--- config.mk ---
export PLATFORM = sky130hd
export DESIGN_NAME = window_fetch_ctrl_flat
export DESIGN_NICKNAME = d
export VERILOG_FILES = /design/src/rtl/window_fetch_ctrl_if.sv /design/src/rtl/window_fetch_ctrl.sv /design/src/flat_wrapper.sv
export SDC_FILE = /design/constraint.sdc
export NUM_CORES = 1
export LEC_CHECK = 0
export ABC_CLOCK_PERIOD_IN_PS = 2450
export CORE_UTILIZATION = 54
export DETAILED_ROUTE_END_ITERATION = 10
export GPL_TIMING_DRIVEN = 1
export PLACE_DENSITY = 0.77
export REMOVE_ABC_BUFFERS = 1
export SYNTH_ARGS = -nofsm -noshare
export SYNTH_HDL_FRONTEND = slang
export SYNTH_SLANG_ARGS = --single-unit
--- constraint.sdc ---
create_clock -name CLK -period 2.45 [get_ports CLK]
set_input_delay 0.3675 -clock CLK [delete_from_list [all_inputs] [get_ports CLK]]
set_output_delay 0.3675 -clock CLK [all_outputs]
set_load 0.02 [all_outputs]
--- src/rtl/window_fetch_ctrl_if.sv ---
//------------------------------------------------------------------------------
// Module   : window_fetch_ctrl_if
// Purpose  : Bundles the frame handshake, image-memory read port and window
//            datapath strobes used by window_fetch_ctrl.
// Ports    : master - the fetch controller (drives memory/window/status)
//            slave  - the surrounding system (drives Start/Hold)
// Revision : 1.0 - initial release
//------------------------------------------------------------------------------
`default_nettype none

interface window_fetch_ctrl_if #(
  parameter int ADDR_W = 16,
  parameter int CRD_W  = 8
);
  // frame handshake
  logic              Start;
  logic              Hold;
  logic              Busy;
  logic              Complete;
  // image memory read port
  logic [ADDR_W-1:0] mem_addr;
  logic              mem_en;
  // window datapath strobes
  logic              shift_en;
  logic              win_valid;
  logic [CRD_W-1:0]  win_row;
  logic [CRD_W-1:0]  win_col;

  modport master (
    input  Start, Hold,
    output Busy, Complete, mem_addr, mem_en,
    output shift_en, win_valid, win_row, win_col
  );

  modport slave (
    output Start, Hold,
    input  Busy, Complete, mem_addr, mem_en,
    input  shift_en, win_valid, win_row, win_col
  );
endinterface

`default_nettype wire

--- src/rtl/window_fetch_ctrl.sv ---
//------------------------------------------------------------------------------
// Module   : window_fetch_ctrl
// Purpose  : Streams one raster frame out of the byte-wide image memory into
//            the 3x3 window datapath. Issues sequential reads, produces the
//            line-buffer shift strobe aligned to returning data, flags full
//            interior windows with their centre coordinates and reports frame
//            completion through the Start/Complete handshake.
// Ports    : CLK       - system clock, rising edge
//            RST_N     - asynchronous active-low reset
//            bus       - window_fetch_ctrl_if.master
//              Start     in  level request to process one frame
//              Hold      in  back-pressure, suppresses new reads
//              mem_addr  out read address
//              mem_en    out read enable (one read per cycle)
//              shift_en  out read data valid, shift line buffers/window
//              win_valid out window after this shift is a full 3x3
//              win_row   out window centre row (held between windows)
//              win_col   out window centre column (held between windows)
//              Busy      out frame in progress
//              Complete  out frame finished, held until Start falls
// Revision : 1.0 - initial release
//------------------------------------------------------------------------------
`default_nettype none

module window_fetch_ctrl #(
  parameter int IMG_W  = 256,
  parameter int IMG_H  = 256,
  parameter int ADDR_W = 16,
  parameter int RD_LAT = 1,
  parameter int CRD_W  = 8
) (
  input  wire logic            CLK,
  input  wire logic            RST_N,
  window_fetch_ctrl_if.master  bus
);

  //--------------------------------------------------------------------------
  // Constants
  //--------------------------------------------------------------------------
  localparam int               c_NPIX      = IMG_W * IMG_H;
  localparam logic [ADDR_W-1:0] c_LAST_ADDR = ADDR_W'(c_NPIX - 1);
  localparam logic [ADDR_W-1:0] c_ADDR_ONE  = ADDR_W'(1);
  localparam logic [CRD_W-1:0]  c_LAST_COL  = CRD_W'(IMG_W - 1);
  localparam logic [CRD_W-1:0]  c_LAST_ROW  = CRD_W'(IMG_H - 1);
  localparam logic [CRD_W-1:0]  c_CRD_ONE   = CRD_W'(1);
  localparam logic [CRD_W-1:0]  c_CRD_TWO   = CRD_W'(2);

  //--------------------------------------------------------------------------
  // State machine encoding
  //--------------------------------------------------------------------------
  typedef enum logic [1:0] {
    S_IDLE  = 2'd0,
    S_FETCH = 2'd1,
    S_DRAIN = 2'd2,
    S_DONE  = 2'd3
  } state_t;

  state_t             r_state;
  state_t             w_state_nxt;

  logic [ADDR_W-1:0]  r_rd_cnt;
  logic               w_mem_en;
  logic               w_frame_start;
  logic               w_shift_en;

  logic [CRD_W-1:0]   r_col;
  logic [CRD_W-1:0]   r_row;
  logic               w_pix_last;
  logic               w_win_valid;
  logic [CRD_W-1:0]   w_ctr_row;
  logic [CRD_W-1:0]   w_ctr_col;
  logic [CRD_W-1:0]   r_win_row;
  logic [CRD_W-1:0]   r_win_col;

  //--------------------------------------------------------------------------
  // State register
  //--------------------------------------------------------------------------
  always_ff @(posedge CLK or negedge RST_N) begin
    if (!RST_N) begin
      r_state <= S_IDLE;
    end else begin
      r_state <= w_state_nxt;
    end
  end

  //--------------------------------------------------------------------------
  // Next-state and read-issue logic
  //--------------------------------------------------------------------------
  always_comb begin
    w_state_nxt   = r_state;
    w_mem_en      = 1'b0;
    w_frame_start = 1'b0;
    case (r_state)
      S_IDLE: begin
        if (bus.Start) begin
          w_state_nxt   = S_FETCH;
          w_frame_start = 1'b1;
        end
      end
      S_FETCH: begin
        w_mem_en = ~bus.Hold;
        // A held cycle defers the final read, so only an issued read of the
        // last address ends the fetch phase.
        if (w_mem_en && (r_rd_cnt == c_LAST_ADDR)) begin
          w_state_nxt = S_DRAIN;
        end
      end
      S_DRAIN: begin
        // The final pixel's shift is the last in-flight read returning;
        // leaving here makes Complete rise exactly one cycle later.
        if (w_shift_en && w_pix_last) begin
          w_state_nxt = S_DONE;
        end
      end
      S_DONE: begin
        if (!bus.Start) begin
          w_state_nxt = S_IDLE;
        end
      end
      default: begin
        w_state_nxt = S_IDLE;
      end
    endcase
  end

  //--------------------------------------------------------------------------
  // Read address counter. It parks on the last address instead of stepping
  // past it, so the address bus never shows an out-of-frame value.
  //--------------------------------------------------------------------------
  always_ff @(posedge CLK or negedge RST_N) begin
    if (!RST_N) begin
      r_rd_cnt <= '0;
    end else if (w_frame_start) begin
      r_rd_cnt <= '0;
    end else if (w_mem_en && (r_rd_cnt != c_LAST_ADDR)) begin
      r_rd_cnt <= r_rd_cnt + c_ADDR_ONE;
    end
  end

  //--------------------------------------------------------------------------
  // Read-data alignment: shift_en is mem_en delayed by RD_LAT cycles. Reads
  // already in the pipe complete regardless of Hold.
  //--------------------------------------------------------------------------
  generate
    if (RD_LAT == 1) begin : g_lat_one
      logic r_pipe;
      always_ff @(posedge CLK or negedge RST_N) begin
        if (!RST_N) begin
          r_pipe <= 1'b0;
        end else begin
          r_pipe <= w_mem_en;
        end
      end
      assign w_shift_en = r_pipe;
    end else begin : g_lat_multi
      logic [RD_LAT-1:0] r_pipe;
      always_ff @(posedge CLK or negedge RST_N) begin
        if (!RST_N) begin
          r_pipe <= '0;
        end else begin
          r_pipe <= {r_pipe[RD_LAT-2:0], w_mem_en};
        end
      end
      assign w_shift_en = r_pipe[RD_LAT-1];
    end
  endgenerate

  //--------------------------------------------------------------------------
  // Pixel position of the data being shifted in, kept as column/row wrap
  // counters so no divider is needed.
  //--------------------------------------------------------------------------
  always_ff @(posedge CLK or negedge RST_N) begin
    if (!RST_N) begin
      r_col <= '0;
      r_row <= '0;
    end else if (w_frame_start) begin
      r_col <= '0;
      r_row <= '0;
    end else if (w_shift_en) begin
      if (r_col == c_LAST_COL) begin
        r_col <= '0;
        r_row <= (r_row == c_LAST_ROW) ? '0 : (r_row + c_CRD_ONE);
      end else begin
        r_col <= r_col + c_CRD_ONE;
      end
    end
  end

  assign w_pix_last  = (r_col == c_LAST_COL) && (r_row == c_LAST_ROW);

  // The pixel being shifted is the bottom-right tap; the window is complete
  // once two full rows and two columns precede it.
  assign w_win_valid = w_shift_en && (r_row >= c_CRD_TWO) && (r_col >= c_CRD_TWO);
  assign w_ctr_row   = r_row - c_CRD_ONE;
  assign w_ctr_col   = r_col - c_CRD_ONE;

  // Coordinates are presented combinationally with win_valid and otherwise
  // hold the last reported window centre.
  always_ff @(posedge CLK or negedge RST_N) begin
    if (!RST_N) begin
      r_win_row <= '0;
      r_win_col <= '0;
    end else if (w_win_valid) begin
      r_win_row <= w_ctr_row;
      r_win_col <= w_ctr_col;
    end
  end

  //--------------------------------------------------------------------------
  // Outputs
  //--------------------------------------------------------------------------
  assign bus.mem_addr  = r_rd_cnt;
  assign bus.mem_en    = w_mem_en;
  assign bus.shift_en  = w_shift_en;
  assign bus.win_valid = w_win_valid;
  assign bus.win_row   = w_win_valid ? w_ctr_row : r_win_row;
  assign bus.win_col   = w_win_valid ? w_ctr_col : r_win_col;
  assign bus.Busy      = (r_state == S_FETCH) || (r_state == S_DRAIN);
  assign bus.Complete  = (r_state == S_DONE);

endmodule

`default_nettype wire

--- src/flat_wrapper.sv ---
// flat-port wrapper written by rule: the top's interface ports become plain ports
module window_fetch_ctrl_flat 
#(
  parameter int IMG_W  = 256,
  parameter int IMG_H  = 256,
  parameter int ADDR_W = 16,
  parameter int RD_LAT = 1,
  parameter int CRD_W  = 8
)
  (CLK, RST_N, bus_Start, bus_Hold, bus_Busy, bus_Complete, bus_mem_addr, bus_mem_en, bus_shift_en, bus_win_valid, bus_win_row, bus_win_col);
  window_fetch_ctrl_if #(.ADDR_W(ADDR_W), .CRD_W(CRD_W)) bus_i ();
  input  wire logic CLK;
  input  wire logic RST_N;
  input wire logic [$bits(bus_i.Start)-1:0] bus_Start;
  input wire logic [$bits(bus_i.Hold)-1:0] bus_Hold;
  output wire logic [$bits(bus_i.Busy)-1:0] bus_Busy;
  output wire logic [$bits(bus_i.Complete)-1:0] bus_Complete;
  output wire logic [$bits(bus_i.mem_addr)-1:0] bus_mem_addr;
  output wire logic [$bits(bus_i.mem_en)-1:0] bus_mem_en;
  output wire logic [$bits(bus_i.shift_en)-1:0] bus_shift_en;
  output wire logic [$bits(bus_i.win_valid)-1:0] bus_win_valid;
  output wire logic [$bits(bus_i.win_row)-1:0] bus_win_row;
  output wire logic [$bits(bus_i.win_col)-1:0] bus_win_col;
  assign bus_i.Start = bus_Start;
  assign bus_i.Hold = bus_Hold;
  assign bus_Busy = bus_i.Busy;
  assign bus_Complete = bus_i.Complete;
  assign bus_mem_addr = bus_i.mem_addr;
  assign bus_mem_en = bus_i.mem_en;
  assign bus_shift_en = bus_i.shift_en;
  assign bus_win_valid = bus_i.win_valid;
  assign bus_win_row = bus_i.win_row;
  assign bus_win_col = bus_i.win_col;
  window_fetch_ctrl #(.IMG_W(IMG_W), .IMG_H(IMG_H), .ADDR_W(ADDR_W), .RD_LAT(RD_LAT), .CRD_W(CRD_W)) u_core (.CLK(CLK), .RST_N(RST_N), .bus(bus_i));
endmodule
==> flow_metrics.env <==
export IMPL_r2r_start="u_core.bus.mem_addr[0]"
export IMPL_finalCritPeriodShare_pct=111.8
export IMPL_slew_viol_final=0
export IMPL_arrival_ns=2.37
export IMPL_setup_viol_count_final=17
export IMPL_synthAdderAreaFrac_pct=4.924
export IMPL_clk_pin_slew_ns=0.09
export IMPL_synth_cells=292
export IMPL_ir_drop_mv=0.5654
export IMPL_crit_path_end_kind="primary output"
export IMPL_ys_warn_count=0
export IMPL_drt_iter0_markers=64
export IMPL_clock_sinks=51
export IMPL_diodes=0
export IMPL_synth_compound_area_share_pct=8.953
export IMPL_totalWireLength_mm=6.197
export IMPL_crit_slowest_cell="or4_4"
export IMPL_cts_tree="yes"
export IMPL_rrSetupSlack_ns=0.14
export IMPL_slew_limit_headroom_pct=61.67
export IMPL_grt_ovfl_total=0
export IMPL_synthSimpleGateAreaFrac_pct=23.32
export IMPL_dpl_worst_slack_ns=-0.4342
export IMPL_grt_max_degree=38
export IMPL_rsz0062_at_grt="true"
export IMPL_powerDensity_nw_per_um2=928.9
export IMPL_vias=2325
export IMPL_ant_nets=0
export IMPL_leakage_nw=1.685
export IMPL_clock_root_buffer="clkbuf_8"
export IMPL_grt_pass1_wl_mm=10.49
export IMPL_violations="negative setup slack"
export IMPL_first_global_vias=2306
export IMPL_status="finished with violations"
export IMPL_yosys_area_share_xor_xnor_pct=10.97
export IMPL_synth_seq_cells=51
export IMPL_tightest_slew_ns=0.5712
export IMPL_syn2layout_area_growth_pct=26.19
export IMPL_worstPathRequired_ns=2.08
export IMPL_insertion_delay_ns=0.30
export IMPL_p_total_mw=3.276
export IMPL_die_area_sq_um=5468
export IMPL_via_per_inst=5.471
export IMPL_setup_tns_ns=-4.356
export IMPL_start_util_pct=57.65
export IMPL_wl_per_cell_microns=14.58
export IMPL_grt_use_total_pct=25.17
export IMPL_final_nets=372
export IMPL_die_y_microns=73.95
export IMPL_synthesis_area_sq_um=2795
export IMPL_cpLargestDelayFamily="simple AND/OR/NAND/NOR gates"
export IMPL_path_buf_inv=2
export IMPL_hold_class="primary input to asynchronous set/reset pin"
export IMPL_ios=41
export IMPL_fin_crit_ns=2.740
export IMPL_synth_area_mux_share_pct=0.7610
export IMPL_drc=0
export IMPL_die_w_microns=73.95
export IMPL_core_area_sq_um=4848
export IMPL_antenna_found_initial=0
export IMPL_crit_fanout=16
export IMPL_r2r_end="u_core.r_state[1]"
export IMPL_crit_path_cell_trace="or3_4, or4_4, o311ai_4, buf_6, o21ai_0, buf_4"
export IMPL_rows=25
export IMPL_synth_top_family_by_area="simple AND/OR/NAND/NOR gates"
export IMPL_crit_type="flip-flop to primary output"
export IMPL_reg2reg_depth=6
export IMPL_timing_final_ws_setup_ns=-0.2897
export IMPL_numPortBuffers=40
export IMPL_hold_viol_final=0
export IMPL_max_stage_delay_ns=0.44
export IMPL_startpoint_type="flip-flop"
export IMPL_cap_violations=0
export IMPL_drive_above_1_share_pct=20.11
export IMPL_timing_fmax_ghz=0.3650
export IMPL_synth_cell_type_count=40
export IMPL_ys_seq_area_share_pct=45.66
export IMPL_cts_buffers=5
export IMPL_avgSynthCellArea_sq_um=9.573
export IMPL_final_util_pct=72.75
export IMPL_fin_worst_skew_ns=0.004481
export IMPL_cts_buffer_depth=2
export IMPL_firstDrtPassIters=4
export IMPL_gp_congestion=0.8977
export IMPL_cts_max_level=2
export IMPL_dp_hpwl_mm=4.476
## power breakdown
part / total (mW) / internal (mW) / switching [mW]
registers: 1.14 / 1.03 / 0.112
clock network: 0.532 / 0.257 / 0.275
logic: 1.60 / 0.704 / 0.897
## flip-flops by register name, indices dropped and copies added (netlist names)
register,flops
u_core.bus.mem_addr,16
u_core.bus.shift_en,1
u_core.r_col,8
u_core.r_row,8
u_core.r_state,2
u_core.r_win_col,8
u_core.r_win_row,8
## Yosys cell counts (all sizes together)
master | count | area, sq um
dfrtp | 51 | 1276
nand2 | 38 | 142.6
nor2 | 36 | 135.1
o21ai | 23 | 115.1
xor2 | 21 | 183.9
nand4 | 15 | 100.1
xnor2 | 14 | 122.6
ha | 11 | 137.6
buf | 9 | 101.4
inv | 9 | 33.78
nand3 | 9 | 45.04
a21oi | 7 | 35.03
and3 | 6 | 38.79
nor3 | 6 | 30.03
clkbuf | 4 | 16.26
nor4 | 4 | 25.02
or4 | 4 | 33.78
and4 | 3 | 26.28
a31oi | 2 | 12.51
and2 | 2 | 12.51
nand2b | 2 | 12.51
nor3b | 2 | 15.01
o211ai | 2 | 15.01
or3 | 2 | 17.52
a21boi | 1 | 11.26
a22oi | 1 | 7.510
a2bb2oi | 1 | 8.760
a311oi | 1 | 8.760
a41o | 1 | 10.01
mux2 | 1 | 11.26
mux2i | 1 | 10.01
nor4b | 1 | 8.760
o311ai | 1 | 26.28
or3b | 1 | 8.760
## cell families (layout without fill, tap and decap cells)
logic type | after synthesis | count (layout)
simple gates | 131 | 131
flops | 51 | 51
compound gates | 40 | 40
fa+ha+maj | 11 | 11
buf+inv | 22 | 88
xor+xnor | 35 | 35
mux | 2 | 2
## layout make-up
cell class,instances,area (sq um)
Clock inverter,1,7.507
Tap cell,67,83.83
Multi-Input combinational cell,219,1399
Clock buffer,7,96.34
Fill cell,372,1321
Sequential cell,51,1276
Inverter,9,33.78
Timing Repair Buffer,71,630.6
## layer usage
| layer | part of all wire (%) | vias to the layer above | track usage [%] |
|---|---|---|---|
| met5 | 0 | - | 0 |
| met4 | 1.2 | 0 | 7.479 |
| met3 | 3.4 | 10 | 4.065 |
| met2 | 53 | 53 | 46.46 |
| met1 | 42 | 1126 | 30.02 |
| li1 | - | 1136 | - |
## layout by cell type (no fill, tap or decap), types with 11 or more instances in the layout
master / n
dfrtp_1: 51
nand2_1: 36
nor2_1: 36
buf_4: 35
xor2_1: 21
clkdlybuf4s50_1: 21
xnor2_1: 14
nand4_1: 14
ha_1: 11
## through the flow
stage                     area (sq um)  instances  hold WS, ns
after floorplan                   2678        279      0.07191
after global placement            3385        413       0.2960
after detailed placement          3385        413       0.2911
after CTS                         3518        424       0.4977
after global routing              3527        425       0.5147
final                             3527        425       0.4920
## worst max path at each step
stage | from | to | cells past startpoint
2_1_floorplan | u_core.r_row[2] | bus_win_col[2] | 4
3_3_place_gp | u_core.r_row[4] | bus_win_row[7] | 7
3_5_place_dp | u_core.r_row[4] | bus_win_col[3] | 7
4_1_cts | u_core.r_row[4] | bus_win_col[2] | 7
5_1_grt | u_core.r_row[4] | bus_win_row[4] | 7
6_report | u_core.r_row[4] | bus_win_col[2] | 6
## repair_timing
action | in CTS | in global routing
gates resized for setup | 115 | 11
pin swaps | 1 | 1
hold endpoints to repair | 14 | 0
hold buffers | 1 | 0
cloned | 1 | 0
setup buffers | 1 | 2
setup endpoints to repair | 18 | 18
Power figures use the tool's default switching activity.
